`config.mk`:
```
export PLATFORM = sky130hd
export DESIGN_NAME = dig_sel18_seq
export DESIGN_NICKNAME = d
export VERILOG_FILES = /design/src/rtl/dig_sel18_seq_pkg.sv /design/src/rtl/dig_sel18_seq_popcnt.sv /design/src/rtl/dig_sel18_seq.sv
export SDC_FILE = /design/constraint.sdc
export NUM_CORES = 1
export LEC_CHECK = 0
export CAP_MARGIN = 0
export CORE_UTILIZATION = 55
export CTS_CLUSTER_DIAMETER = 120
export CTS_CLUSTER_SIZE = 20
export DETAILED_ROUTE_END_ITERATION = 8
export DONT_BUFFER_PORTS = 1
export PLACE_DENSITY = 0.84
export SETUP_SLACK_MARGIN = 0.5
export SYNTH_ARGS = -nofsm -noshare
export SYNTH_HDL_FRONTEND = slang
export SYNTH_SLANG_ARGS = --single-unit
```
`constraint.sdc`:
```
create_clock -name CLK -period 2 [get_ports CLK]
set_input_delay 0 -clock CLK [delete_from_list [all_inputs] [get_ports CLK]]
set_output_delay 0 -clock CLK [all_outputs]
set_load 0.02 [all_outputs]
```
`src/rtl/dig_sel18_seq_pkg.sv`:
```
// Shared DAC definitions for the 18-element DEM selector path.
// Element count, MODE bit positions, FSM encoding and code clamp.
package dig_sel18_seq_pkg;

  localparam int N_ELEM   = 18;
  localparam int MODE_ISI = 0;
  localparam int MODE_MIS = 1;

  localparam logic [1:0] ST_IDLE = 2'd0;
  localparam logic [1:0] ST_SORT = 2'd1;
  localparam logic [1:0] ST_SEL  = 2'd2;
  localparam logic [1:0] ST_CAP  = 2'd3;

  function automatic logic is_clip(
    input logic signed [5:0] din
  );
    return (din < 0) || (din > N_ELEM);
  endfunction

  function automatic logic [4:0] clamp_code(
    input logic signed [5:0] din
  );
    logic [4:0] r;
    if (din < 0)
      r = 5'd0;
    else if (din > N_ELEM)
      r = 5'(N_ELEM);
    else
      r = din[4:0];
    return r;
  endfunction

endpackage

```
`src/rtl/dig_sel18_seq_popcnt.sv`:
```
// dig_popcnt18: combinational 18-bit population count.
// Ports: i_vec (element vector) -> o_cnt (number of ones, 0..18).
module dig_popcnt18
  import dig_sel18_seq_pkg::*;
(
  input  logic [N_ELEM-1:0] i_vec,
  output logic [4:0]        o_cnt
);

  always_comb begin
    o_cnt = '0;
    for (int i = 0; i < N_ELEM; i++)
      o_cnt = o_cnt + 5'(i_vec[i]);
  end

endmodule

```
`src/rtl/dig_sel18_seq.sv`:
```
// Per-sample sequencer for the 18-element DEM selector path.
// Ports: CLK/RSTn, DIN valid/ready + MODE, sorter start/done,
//   V/GAMA/BETA/ISI_SEL/MIS_SEL to selector, SV_IN -> SV_OUT,
//   SV_VALID, CLIP and sticky ERR.
module dig_sel18_seq
  import dig_sel18_seq_pkg::*;
#(
  parameter int SETTLE   = 1,
  parameter int SORT_TMO = 15
) (
  input  logic                 CLK,
  input  logic                 RSTn,
  input  logic                 DIN_VALID,
  output logic                 DIN_READY,
  input  logic signed [5:0]    DIN,
  input  logic [1:0]           MODE,
  output logic                 SORT_START,
  input  logic                 SORT_DONE,
  output logic signed [5:0]    V,
  output logic [4:0]           GAMA,
  output logic [4:0]           BETA,
  output logic                 ISI_SEL,
  output logic                 MIS_SEL,
  input  logic [N_ELEM-1:0]    SV_IN,
  output logic [N_ELEM-1:0]    SV_OUT,
  output logic                 SV_VALID,
  output logic                 CLIP,
  output logic                 ERR
);

  localparam logic [5:0] TMO = 6'(SORT_TMO);
  localparam logic [2:0] STL = 3'(SETTLE);

  logic [1:0]        r_state;
  logic [5:0]        r_tmr;
  logic [2:0]        r_settle;
  logic [4:0]        r_n;
  logic [4:0]        r_gama;
  logic [4:0]        r_beta;
  logic [4:0]        r_p;
  logic              r_isi;
  logic              r_mis;
  logic              r_start;
  logic              r_svv;
  logic              r_err;
  logic [N_ELEM-1:0] r_sv;

  logic              w_accept;
  logic [4:0]        w_n;
  logic [4:0]        w_gama;
  logic [4:0]        w_beta;
  logic [4:0]        w_pc;

  dig_popcnt18 u_popcnt (
    .i_vec (SV_IN),
    .o_cnt (w_pc)
  );

  assign w_accept = DIN_VALID && (r_state == ST_IDLE);
  assign w_n      = clamp_code(DIN);

  // Reuse previously-on elements first; new ones only for the excess.
  always_comb begin
    if (w_n >= r_p) begin
      w_beta = r_p;
      w_gama = w_n - r_p;
    end else begin
      w_beta = w_n;
      w_gama = 5'd0;
    end
  end

  always_ff @(posedge CLK or negedge RSTn) begin
    if (!RSTn) begin
      r_state  <= ST_IDLE;
      r_tmr    <= '0;
      r_settle <= '0;
      r_n      <= '0;
      r_gama   <= '0;
      r_beta   <= '0;
      r_p      <= '0;
      r_isi    <= 1'b0;
      r_mis    <= 1'b0;
      r_start  <= 1'b0;
      r_svv    <= 1'b0;
      r_err    <= 1'b0;
      r_sv     <= '0;
    end else begin
      r_start <= 1'b0;
      r_svv   <= 1'b0;
      unique case (r_state)
        ST_IDLE: begin
          if (w_accept) begin
            r_n    <= w_n;
            r_gama <= w_gama;
            r_beta <= w_beta;
            r_isi  <= MODE[MODE_ISI];
            r_mis  <= MODE[MODE_MIS];
            if (MODE == 2'b11) begin
              r_settle <= 3'd1;
              r_state  <= ST_SEL;
            end else begin
              r_start <= 1'b1;
              r_tmr   <= 6'd1;
              r_state <= ST_SORT;
            end
          end
        end
        ST_SORT: begin
          if (SORT_DONE) begin
            r_settle <= 3'd1;
            r_state  <= ST_SEL;
          end else if (r_tmr >= TMO) begin
            // Unsorted sample: fall back to plain selection.
            r_err    <= 1'b1;
            r_isi    <= 1'b1;
            r_settle <= 3'd1;
            r_state  <= ST_SEL;
          end else begin
            r_tmr <= r_tmr + 6'd1;
          end
        end
        ST_SEL: begin
          if (r_settle >= STL) begin
            // New enables and SV_VALID appear together in CAP.
            r_sv    <= SV_IN;
            r_p     <= w_pc;
            r_svv   <= 1'b1;
            r_state <= ST_CAP;
          end else begin
            r_settle <= r_settle + 3'd1;
          end
        end
        ST_CAP: begin
          r_state <= ST_IDLE;
        end
        default: r_state <= ST_IDLE;
      endcase
    end
  end

  assign DIN_READY  = (r_state == ST_IDLE);
  assign CLIP       = w_accept && is_clip(DIN);
  assign SORT_START = r_start;
  assign V          = {1'b0, r_n};
  assign GAMA       = r_gama;
  assign BETA       = r_beta;
  assign ISI_SEL    = r_isi;
  assign MIS_SEL    = r_mis;
  assign SV_OUT     = r_sv;
  assign SV_VALID   = r_svv;
  assign ERR        = r_err;

endmodule

```
==> run_results.csv, run 1 <==
group,metric,value,unit
global_route,grt_pass1_wl,11300,um
power,power.leakage,2.09,nW
floorplanning,initial_core_util,0.574,
timing,finalSetupViolCount,5,
critical_path,required,2.22,ns
timing,fmax,319,MHz
timing,final-hold-violation-count,0,
floorplanning,fp.dieW,75.0,um
timing,slew_headroom,0.544,
global_route,grt_overflow,0,
timing,finClkSkew,0.0192,ns
floorplanning,num_rows,26,
critical_path,worst-path-max-fanout,2,
clock_tree,clockRootBuffer,"clkbuf_8",
floorplanning,dieArea,0.00563,mm2
timing,grt_setup_unrepaired,"yes",
clock_tree,clkLatencyLatePin,0.31,ns
clock_tree,clkSinkCount,54,
final_layout,antenna_cells,0,
critical_path,r2r_end,"r_tmr[2]",
synthesis,yosysWarningCount,0,
synthesis,synth-edff-count,0,
routing,vias_per_cell,5.80,
synthesis,ys_ff_latch,54,
outcome,status,"complete, but fails checks",
final_layout,area_growth,51.2,%
global_route,grt_pass1_vias,2531,
floorplanning,coreArea,0.00511,mm2
place,dp_hpwl,4090,um
final_layout,num-nets-final,446,
critical_path,reg2regPathDepth,7,
clock_tree,cts.path.max_buffers,2,
clock_tree,cts_buffers,5,
timing,fin_crit_sh,1.57,
routing,antenna_left,0,
power,p_per_area,1650,mW/mm2
critical_path,r2r_start,"r_tmr[1]",
critical_path,r2r_slack,0.15,ns
synthesis,synth_area,0.00293,mm2
critical_path,path_class,"in2reg",
global_route,grt_usage,0.271,
critical_path,arrival,3.36,ns
routing,via_count,2643,
timing,worst_pin_slew,0.682,ns
power,peakVddDrop,1.02,mV
worst_hold_path,hold_end,"r_tmr[1]",
power,p_comb_frac,0.586,
power,switching_share,0.462,
outcome,violations,"setup timing",
flow_run,maxCapViolCount,0,
synthesis,syn-num-nets,363,
synthesis,ys_types,37,
final_layout,stdcell_count,456,
power,p_int,3.94,mW
routing,drc,0,
worst_hold_path,hold_depth,4,
synthesis,synth_flop_cell,"dfrtp_1",
place,io_buffers,0,
floorplanning,fp.dieH,75.0,um
critical_path,cp-end-kind,"register",
routing,first_iter_violations,176,
critical_path,worstSetupStartpointType,"input pin",
worst_hold_path,worst_hold_path_type,"in2reg",
power,p_switching,3.37,mW
synthesis,yosys-top-cells-area,"dfrtp_1 (46%), fa_1 (8.9%), nand2_1 (7.9%), ha_1 (7.3%), inv_1 (4.2%)",
worst_hold_path,hp-start,"SORT_DONE",
timing,period_needed,3.14,ns
timing,setup_slack,-1.14,ns
synthesis,async_flop_share,1.00,
power,clkPwrFrac,0.085,
routing,routedWlPerCell,20.6,um
final_layout,final_core_util,0.868,
global_route,grt_max_degree,55,
global_route,antenna_found_initial,0,
synthesis,avgSynthCellArea,9.68,um2
power,seq_power_share,0.328,
floorplanning,io_pins,71,
final_layout,drive_gt1_frac,0.394,
clock_tree,htreeDepth,2,
synthesis,synth.top_cell.area_share,0.461,
timing,drv_slew,0,
routing,wl,9400,um
routing,dr.pass1.iters,4,
clock_tree,cts_tree,"built",
clock_tree,clkTransAtPathRegs,0.10,ns
place,dp.cells,375,
synthesis,syn_inst,303,
synthesis,ys_seq_area_frac,0.461,
synthesis,synth_top_cell_by_area,"dfrtp_1",
place,gp_congestion,0.773,
-- cells in the final DEF, fill, tap and decap left out, types with 3 or more instances in the layout --
cell type / count
a22o_1: 3
ha_1: 8
a21oi_1: 9
mux2i_1: 3
o21ai_2: 10
o21ai_1: 15
dfrtp_1: 52
buf_6: 8
ha_4: 8
clkbuf_16: 5
nand2_1: 38
inv_2: 9
buf_12: 4
a21o_1: 4
a21oi_2: 4
nand2b_1: 4
nand2_4: 11
xor2_1: 3
nor2b_1: 4
fa_2: 3
xnor2_1: 4
buf_4: 39
clkbuf_8: 5
inv_1: 25
nand2_2: 13
nor2_1: 11
fa_1: 10
o21ai_0: 3
a21oi_4: 3
dlygate4sd3_1: 25
-- cells in the mapped netlist, types with 3 or more instances --
master and count:
nand2_1 62, dfrtp_1 54, inv_1 33, o21ai_0 21
ha_1 17, a21oi_1 16, fa_1 13, nor2_1 13
clkbuf_1 8, nor2b_1 7, o21ai_1 7, nand2b_1 6
a21o_1 4, mux2i_1 4, xnor2_1 4, a22o_1 3
nor3b_1 3, xor2_1 3
-- worst max-delay path by stage --
stage / start / end / cells past startpoint
finish: SV_IN[1] / r_p[4] / 11
global route: SV_IN[1] / r_p[4] / 11
CTS: SV_IN[1] / r_p[4] / 11
detailed placement: SV_IN[1] / r_p[4] / 11
global placement: SV_IN[1] / r_p[4] / 11
floorplan: SV_IN[1] / r_p[4] / 11
-- area by class of cell --
| class | instances | area, um2 |
|---|---|---|
| flip-flops and latches | 54 | 1350 |
| multi-input cells | 205 | 1880 |
| repair buffers | 85 | 890 |
| clock buffers | 5 | 68.8 |
| well taps | 70 | 87.6 |
| fillers | 237 | 676 |
| clock inverters | 2 | 13.8 |
| inverters | 35 | 134 |
-- metrics by stage --
stage                     hold slack, ns  power (mW)  setup TNS (ns)  cell area, um2  worst slack, ns
after floorplan                   -0.296        3.99           -5.48            3010            -1.20
after global placement            -0.294        4.37           -5.66            3130            -1.25
after detailed placement          -0.295        4.49           -5.87            3130            -1.31
after CTS                         0.0148        5.80           -4.81            3890           -0.971
after global routing              0.0326        7.68           -4.81            4430            -1.15
final                             0.0382        7.31           -4.68            4430            -1.14
-- per-layer routing --
layer  part of all wire  wire length (um)  track usage  vias up
li1                   -                 -            -     1151
met1               0.36              3430        0.295     1330
met2               0.54              5060        0.508      128
met3              0.060               567       0.0750       34
met4              0.037               351       0.0839        0
met5                  0                 0            0        -
-- cell families after synthesis --
logic type	count (synthesis)	share of synthesized area
compound gates	64	0.137
xor+xnor	7	0.0209
fa+ha+maj	30	0.161
buf+inv	44	0.0576
flops	54	0.461
mux	4	0.0137
other cells	1	0.00128
simple gates	99	0.147
-- flip-flops by register name, indices dropped and copies added (netlist names) --
| name | count |
|---|---|
| SV_OUT | 18 |
| r_tmr | 6 |
| BETA | 5 |
| GAMA | 5 |
| r_n | 5 |
| r_p | 5 |
| r_settle | 3 |
| r_state | 2 |
| ERR | 1 |
| ISI_SEL | 1 |
| MIS_SEL | 1 |
| SORT_START | 1 |
| SV_VALID | 1 |
-- critical path, cell delays in order --
cell and delay (ns):
ha_4 0.24, inv_2 0.03, fa_1 0.50, fa_1 0.46, fa_1 0.54, fa_1 0.43
fa_2 0.38, fa_2 0.38, nor2b_1 0.15, o21ai_1 0.09, o21ai_1 0.16
-- power by group through the flow --
stage | Combinational (mW) | Sequential [mW] | Clock, mW
global route | 4.55 | 2.46 | 0.663
global placement | 2.04 | 2.33 | 0
floorplan | 1.75 | 2.24 | 0
detailed placement | 2.15 | 2.34 | 0
CTS | 2.88 | 2.31 | 0.613
finish | 4.28 | 2.40 | 0.625
-- timing repair --
item / in CTS / in global routing
gates resized for setup: 52 / 83
gates cloned: 0 / 8
pin swaps: 19 / 22
hold buffers: 27 / 0
endpoints found under the setup margin: 44 / 47
hold endpoints to repair: 83 / 0
setup buffers: 24 / 15
Note: power is estimated with default switching activity, not from simulation.
==> inputs of run 2 (changes only) <==
- SYNTH_HIERARCHICAL: unset -> 1
==> run_results.csv, run 2 <==
group,metric,value,unit
outcome,status,"complete, but fails checks",
outcome,violations,"hold timing, setup timing",
routing,wl,8850,um
routing,vias_per_cell,5.63,
synthesis,synth.top_cell.area_share,0.448,
critical_path,arrival,3.40,ns
clock_tree,cts_hold_buf,26,
clock_tree,clockRootBuffer,"clkbuf_8",
synthesis,synth-edff-count,0,
synthesis,yosys-top-cells-count,"nand2_1 (86), dfrtp_1 (54), inv_1 (41), ha_1 (20), nor2_1 (14)",
critical_path,r2r_start,"r_p[2]",
flow_run,maxCapViolCount,0,
floorplanning,fp.dieW,76.1,um
clock_tree,htreeDepth,2,
critical_path,worstSetupStartpointType,"input pin",
synthesis,yosysWarningCount,6,
critical_path,worst-path-max-fanout,2,
synthesis,synth_flop_cell,"dfrtp_1",
final_layout,num-nets-final,454,
timing,fin_crit_sh,1.57,
routing,dr.pass1.iters,4,
place,placed_cell_area,0.00323,mm2
critical_path,reg2regPathDepth,9,
final_layout,mostFrequentLayoutCell,"nand2_1",
routing,drc,0,
final_layout,drive_gt1_frac,0.352,
global_route,grt_usage,0.272,
final_layout,final_area,0.00434,mm2
final_layout,largest_reg_flops,18,
critical_path,startpoint,"SV_IN[11]",
clock_tree,cts.path.max_buffers,2,
critical_path,r2r_end,"BETA[1]",
final_layout,nFillCells,258,
clock_tree,clkSinkCount,54,
routing,first_iter_violations,171,
synthesis,synth_top_cell_by_area,"dfrtp_1",
critical_path,crit_end,"r_p[4]",
place,gp_congestion,0.789,
final_layout,stdcell_count,462,
synthesis,synth_area,0.00302,mm2
synthesis,async_flop_share,1.00,
timing,finalSetupViolCount,5,
worst_hold_path,worst_hold_path_type,"in2reg",
floorplanning,io_pins,71,
routing,routedWlPerCell,19.2,um
synthesis,ys_types,43,
power,power.leakage,2.11,nW
synthesis,syn_inst,320,
global_route,grt_max_degree,55,
synthesis,syn-num-nets,383,
final_layout,mostFrequentLayoutCells,"nand2_1 (59), dfrtp_1 (54), buf_4 (30), inv_1 (26), dlygate4sd3_1 (25)",
timing,grt_setup_unrepaired,"yes",
synthesis,avgSynthCellArea,9.43,um2
place,dp_hpwl,4390,um
power,peakVddDrop,0.849,mV
timing,final-hold-violation-count,3,
floorplanning,initial_core_util,0.580,
synthesis,yosysMostFrequentCell,"nand2_1",
floorplanning,dieArea,0.00579,mm2
timing,setup_slack,-1.15,ns
final_layout,area_growth,43.7,%
global_route,antenna_found_initial,0,
global_route,grt_pass1_vias,2649,
final_layout,final_core_util,0.833,
clock_tree,cts_buffers,5,
synthesis,ys_ff_latch,54,
routing,antenna_left,0,
global_route,grt_pass1_wl,12300,um
synthesis,yosys-top-cells-area,"dfrtp_1 (45%), nand2_1 (11%), fa_1 (8.6%), ha_1 (8.3%), inv_1 (5.1%)",
final_layout,antenna_cells,0,
floorplanning,num_rows,26,
timing,fmax,318,MHz
routing,via_count,2601,
critical_path,cp-end-kind,"register",
global_route,met1_usage,0.298,
global_route,grt_busiest_layer,"met2",
global_route,grt_overflow,0,
place,dp.cells,392,
timing,worst_pin_slew,0.526,ns
clock_tree,clkLatencyLatePin,0.33,ns
timing,holdWs,-0.207,ns
synthesis,ys_seq_area_frac,0.448,
timing,period_needed,3.15,ns
power,p_per_area,1610,mW/mm2
clock_tree,cts_tree,"built",
critical_path,r2r_slack,0.13,ns
critical_path,required,2.25,ns
timing,slew_headroom,0.649,
floorplanning,coreArea,0.00520,mm2
floorplanning,fp.dieH,76.1,um
critical_path,path_class,"in2reg",
clock_tree,clkTransAtPathRegs,0.10,ns
worst_hold_path,hold_depth,2,
timing,tns,-5.10,ns
global_route,gr-usage-met2,0.497,
global_route,grt_util_met3,0.0754,
timing,drv_slew,0,
place,io_buffers,0,
timing,finClkSkew,0.0101,ns
[run 2: changes by cell type after synthesis, sizes merged, moves of 3 or more]
| cell | delta |
|---|---|
| clkbuf | -3 |
| a21oi | -3 |
| buf | +3 |
| inv | +7 |
| xnor2 | +3 |
| ha | +3 |
| nand2 | +24 |
| o21ai | -15 |
[run 2: critical path, stage by stage]
cell and delay (ns):
inv_8 0.01, fa_1 0.55, fa_1 0.47, fa_1 0.49, fa_1 0.51, fa_1 0.42
inv_2 0.08, ha_4 0.13, inv_2 0.03, fa_2 0.34, nor2b_1 0.12, o21ai_1 0.07
nand2b_1 0.07, nand2_1 0.04, o21ai_1 0.07
[run 2: cell type report]
| class | count | area [um2] | area share |
|---|---|---|---|
| multi-input combinational | 215 | 1890 | 0.435 |
| sequential | 54 | 1350 | 0.312 |
| timing repair buffer | 73 | 747 | 0.172 |
| inverter | 42 | 170 | 0.0392 |
| tap | 70 | 87.6 | 0.0202 |
| clock buffer | 5 | 68.8 | 0.0159 |
| clock inverter | 3 | 25.0 | 0.00577 |
[run 2: worst min path at each step]
stage / startpoint / endpoint / slack (ns)
after global routing: SV_IN[2] / SV_OUT[2] / -0.18
after detailed placement: RSTn / BETA[0] / -0.29
after global placement: RSTn / r_tmr[0] / -0.29
final: SV_IN[2] / SV_OUT[2] / -0.21
after floorplan: RSTn / BETA[0] / -0.30
after CTS: SV_IN[2] / SV_OUT[2] / -0.21
[run 2: through the flow]
| step | hold WS, ns | total power [mW] | setup slack [ns] |
|---|---|---|---|
| final | -0.207 | 7.00 | -1.15 |
| after global routing | -0.184 | 7.40 | -1.23 |
| after CTS | -0.212 | 6.06 | -1.14 |
| after detailed placement | -0.294 | 4.73 | -1.49 |
| after global placement | -0.294 | 4.57 | -1.39 |
| after floorplan | -0.296 | 4.22 | -1.33 |
[run 2: repair_timing]
item,4_1_cts,5_1_grt
setup buffers,20,15
endpoints found under the setup margin,47,47
hold endpoints to repair,89,2
gates resized for setup,53,58
cloned,0,1
pin swaps,16,19
[run 2: power by group]
group	leakage [nW]	switching [mW]	internal, mW	total, mW
Clock	0.0447	0.410	0.254	0.664
Combinational	1.39	2.03	1.93	3.96
Sequential	0.677	0.827	1.55	2.38
Total	2.11	3.26	3.74	7.00
[run 2: cells by family after synthesis]
kind of cell | share of synthesized area
AND/OR/NAND/NOR | 0.172
flip-flops | 0.448
other | 0.00124
multiplexers | 0.0253
AO/OA/AOI/OAI | 0.0941
buffers and inverters | 0.0676
adder cells (fa/ha/maj) | 0.169
XOR/XNOR | 0.0232
[run 2: per-layer routing]
metal / part of all wire / up-vias
li1: - / 1159
met1: 0.37 / 1287
met2: 0.53 / 124
met3: 0.064 / 31
met4: 0.033 / 0
met5: 0 / -
==> inputs of run 3 (changes only) <==
- ABC_AREA: unset -> 0
- MAX_ROUTING_LAYER: unset -> met4
- RECOVER_POWER: unset -> 25
==> run_results.csv, run 3 (synthesized netlist as in run 2, its figures left out) <==
group,metric,value,unit
outcome,status,"complete, but fails checks",
outcome,violations,"hold timing, setup timing",
flow_run,maxCapViolCount,0,
power,p_switching,3.27,mW
timing,finalSetupViolCount,5,
final_layout,mostFrequentLayoutCells,"nand2_1 (59), dfrtp_1 (54), buf_4 (30), inv_1 (26), dlygate4sd3_1 (25)",
timing,setup_slack,-1.15,ns
final_layout,drive_gt1_frac,0.352,
critical_path,worst-path-max-fanout,2,
critical_path,slowest_delay,0.55,ns
routing,wl_met2,4750,um
place,gp_congestion,0.800,
clock_tree,clkLatencyLatePin,0.33,ns
routing,wl,8880,um
final_layout,area_growth,42.9,%
critical_path,worstSetupStartpointType,"input pin",
routing,routedWlPerCell,19.2,um
clock_tree,cts_hold_buf,26,
power,power,7.00,mW
routing,top_layer,"met4",
timing,worst_pin_slew,1.35,ns
routing,vias_per_cell,5.60,
place,dp_hpwl,4390,um
clock_tree,clockRootBuffer,"clkbuf_8",
global_route,grt_max_degree,55,
final_layout,antenna_cells,0,
critical_path,crit_chain,"inv_8 > fa_1 > fa_1 > fa_1 > fa_1 > fa_1 > inv_2 > ha_4 > inv_2 > fa_2 > nor2b_1 > o21ai_1 > nand2b_1 > nand2_1 > o21ai_1",
routing,dr.pass1.iters,4,
clock_tree,clkSinkCount,54,
routing,m1WireLength,3350,um
floorplanning,coreArea,0.00520,mm2
timing,finClkSkew,0.0127,ns
critical_path,cp_slowest_cell,"fa_1",
critical_path,cpMostUsedCell,"fa_1",
power,power.leakage,2.10,nW
final_layout,regArea,0.00135,mm2
final_layout,largest_reg_flops,18,
power,peakVddDrop,0.851,mV
power,seq_power_share,0.340,
floorplanning,io_pins,71,
floorplanning,fp.dieW,76.1,um
critical_path,reg2regPathDepth,9,
global_route,antenna_found_initial,0,
timing,grt_setup_unrepaired,"yes",
floorplanning,num_rows,26,
global_route,grt_usage,0.280,
final_layout,mostFrequentLayoutCell,"nand2_1",
worst_hold_path,worst_hold_path_type,"in2reg",
clock_tree,cts_tree,"built",
timing,slew_headroom,0.0992,
critical_path,path_class,"in2reg",
timing,holdWs,-0.208,ns
power,switching_share,0.467,
global_route,grt_pass1_wl,12300,um
final_layout,num-nets-final,454,
routing,antenna_left,0,
routing,first_iter_violations,201,
global_route,grt_overflow,0,
final_layout,nFillCells,261,
timing,drv_slew,0,
power,p_per_area,1620,mW/mm2
timing,fmax,317,MHz
timing,period_needed,3.15,ns
clock_tree,cts_buffers,5,
power,clkPwrFrac,0.095,
floorplanning,fp.dieH,76.1,um
critical_path,required,2.25,ns
clock_tree,htreeDepth,2,
final_layout,final_core_util,0.829,
critical_path,arrival,3.41,ns
critical_path,cp-end-kind,"register",
routing,drc,0,
routing,wl_met3,509,um
floorplanning,dieArea,0.00579,mm2
global_route,grt_pass1_vias,2649,
timing,fin_crit_sh,1.58,
worst_hold_path,hold_depth,2,
clock_tree,clkTransAtPathRegs,0.10,ns
place,io_buffers,0,
floorplanning,initial_core_util,0.580,
timing,final-hold-violation-count,3,
routing,via_count,2589,
power,p_int,3.73,mW
clock_tree,cts.path.max_buffers,2,
final_layout,multi_input_area,0.00189,mm2
power,p_comb_frac,0.565,
run 3: changes by cell type in the layout (fill, tap and decap cells not counted):
cell and delta:
clkbuf_2 +1, buf_16 -1
run 3: routing by layer:
layer / up-vias / global-route usage
li1: 1159 / -
met1: 1287 / 0.301
met2: 117 / 0.501
met3: 26 / 0.0683
met4: 0 / 0.104
met5: - / -
run 3: worst max-delay path: cells and delay by family:
kind / cells / cell delay, ns
adder cells (fa/ha/maj): 7 / 2.90
buffers and inverters: 3 / 0.13
AO/OA/AOI/OAI: 2 / 0.14
AND/OR/NAND/NOR: 3 / 0.23
run 3: cell type report:
cell class,instances,share of cell area
clock buffer,5,0.0160
timing repair buffer,73,0.168
sequential,54,0.313
clock inverter,3,0.00580
tap,70,0.0203
inverter,42,0.0395
multi-input combinational,215,0.437
run 3: final timing paths:
check	startpoint	to	slack, ns
setup / recovery	SV_IN[11]	r_p[4]	-1.15
hold / removal	SV_IN[2]	SV_OUT[2]	-0.21
setup reg to reg	r_p[2]	BETA[1]	0.14
hold reg to reg	r_tmr[4]	r_tmr[4]	0.54
max in group asynchronous	RSTn	GAMA[4]	0.67
min in group asynchronous	RSTn	r_tmr[2]	0.51
run 3: through the flow:
stage	cell area, um2	std cells	TNS, ns	worst slack [ns]	hold slack (ns)
floorplan	3140	320	-6.00	-1.33	-0.296
global route	4310	462	-5.41	-1.23	-0.184
global placement	3230	392	-6.35	-1.39	-0.294
CTS	3980	446	-5.10	-1.14	-0.212
detailed placement	3230	392	-6.83	-1.49	-0.294
finish	4310	462	-5.12	-1.15	-0.208
run 3: power groups by stage:
| stage | registers, mW | logic [mW] | clock network, mW |
|---|---|---|---|
| floorplan | 2.23 | 2.00 | 0 |
| CTS | 2.29 | 3.11 | 0.653 |
| finish | 2.38 | 3.95 | 0.668 |
| global placement | 2.30 | 2.27 | 0 |
| global route | 2.42 | 4.27 | 0.705 |
| detailed placement | 2.31 | 2.42 | 0 |
run 3: what timing repair did:
| action | CTS | global route |
|---|---|---|
| resized for setup | 53 | 58 |
| gates cloned | 0 | 1 |
| endpoints found under the hold margin | 89 | 2 |
| pin swaps | 16 | 19 |
| setup buffers | 20 | 15 |
| setup endpoints to repair | 47 | 47 |
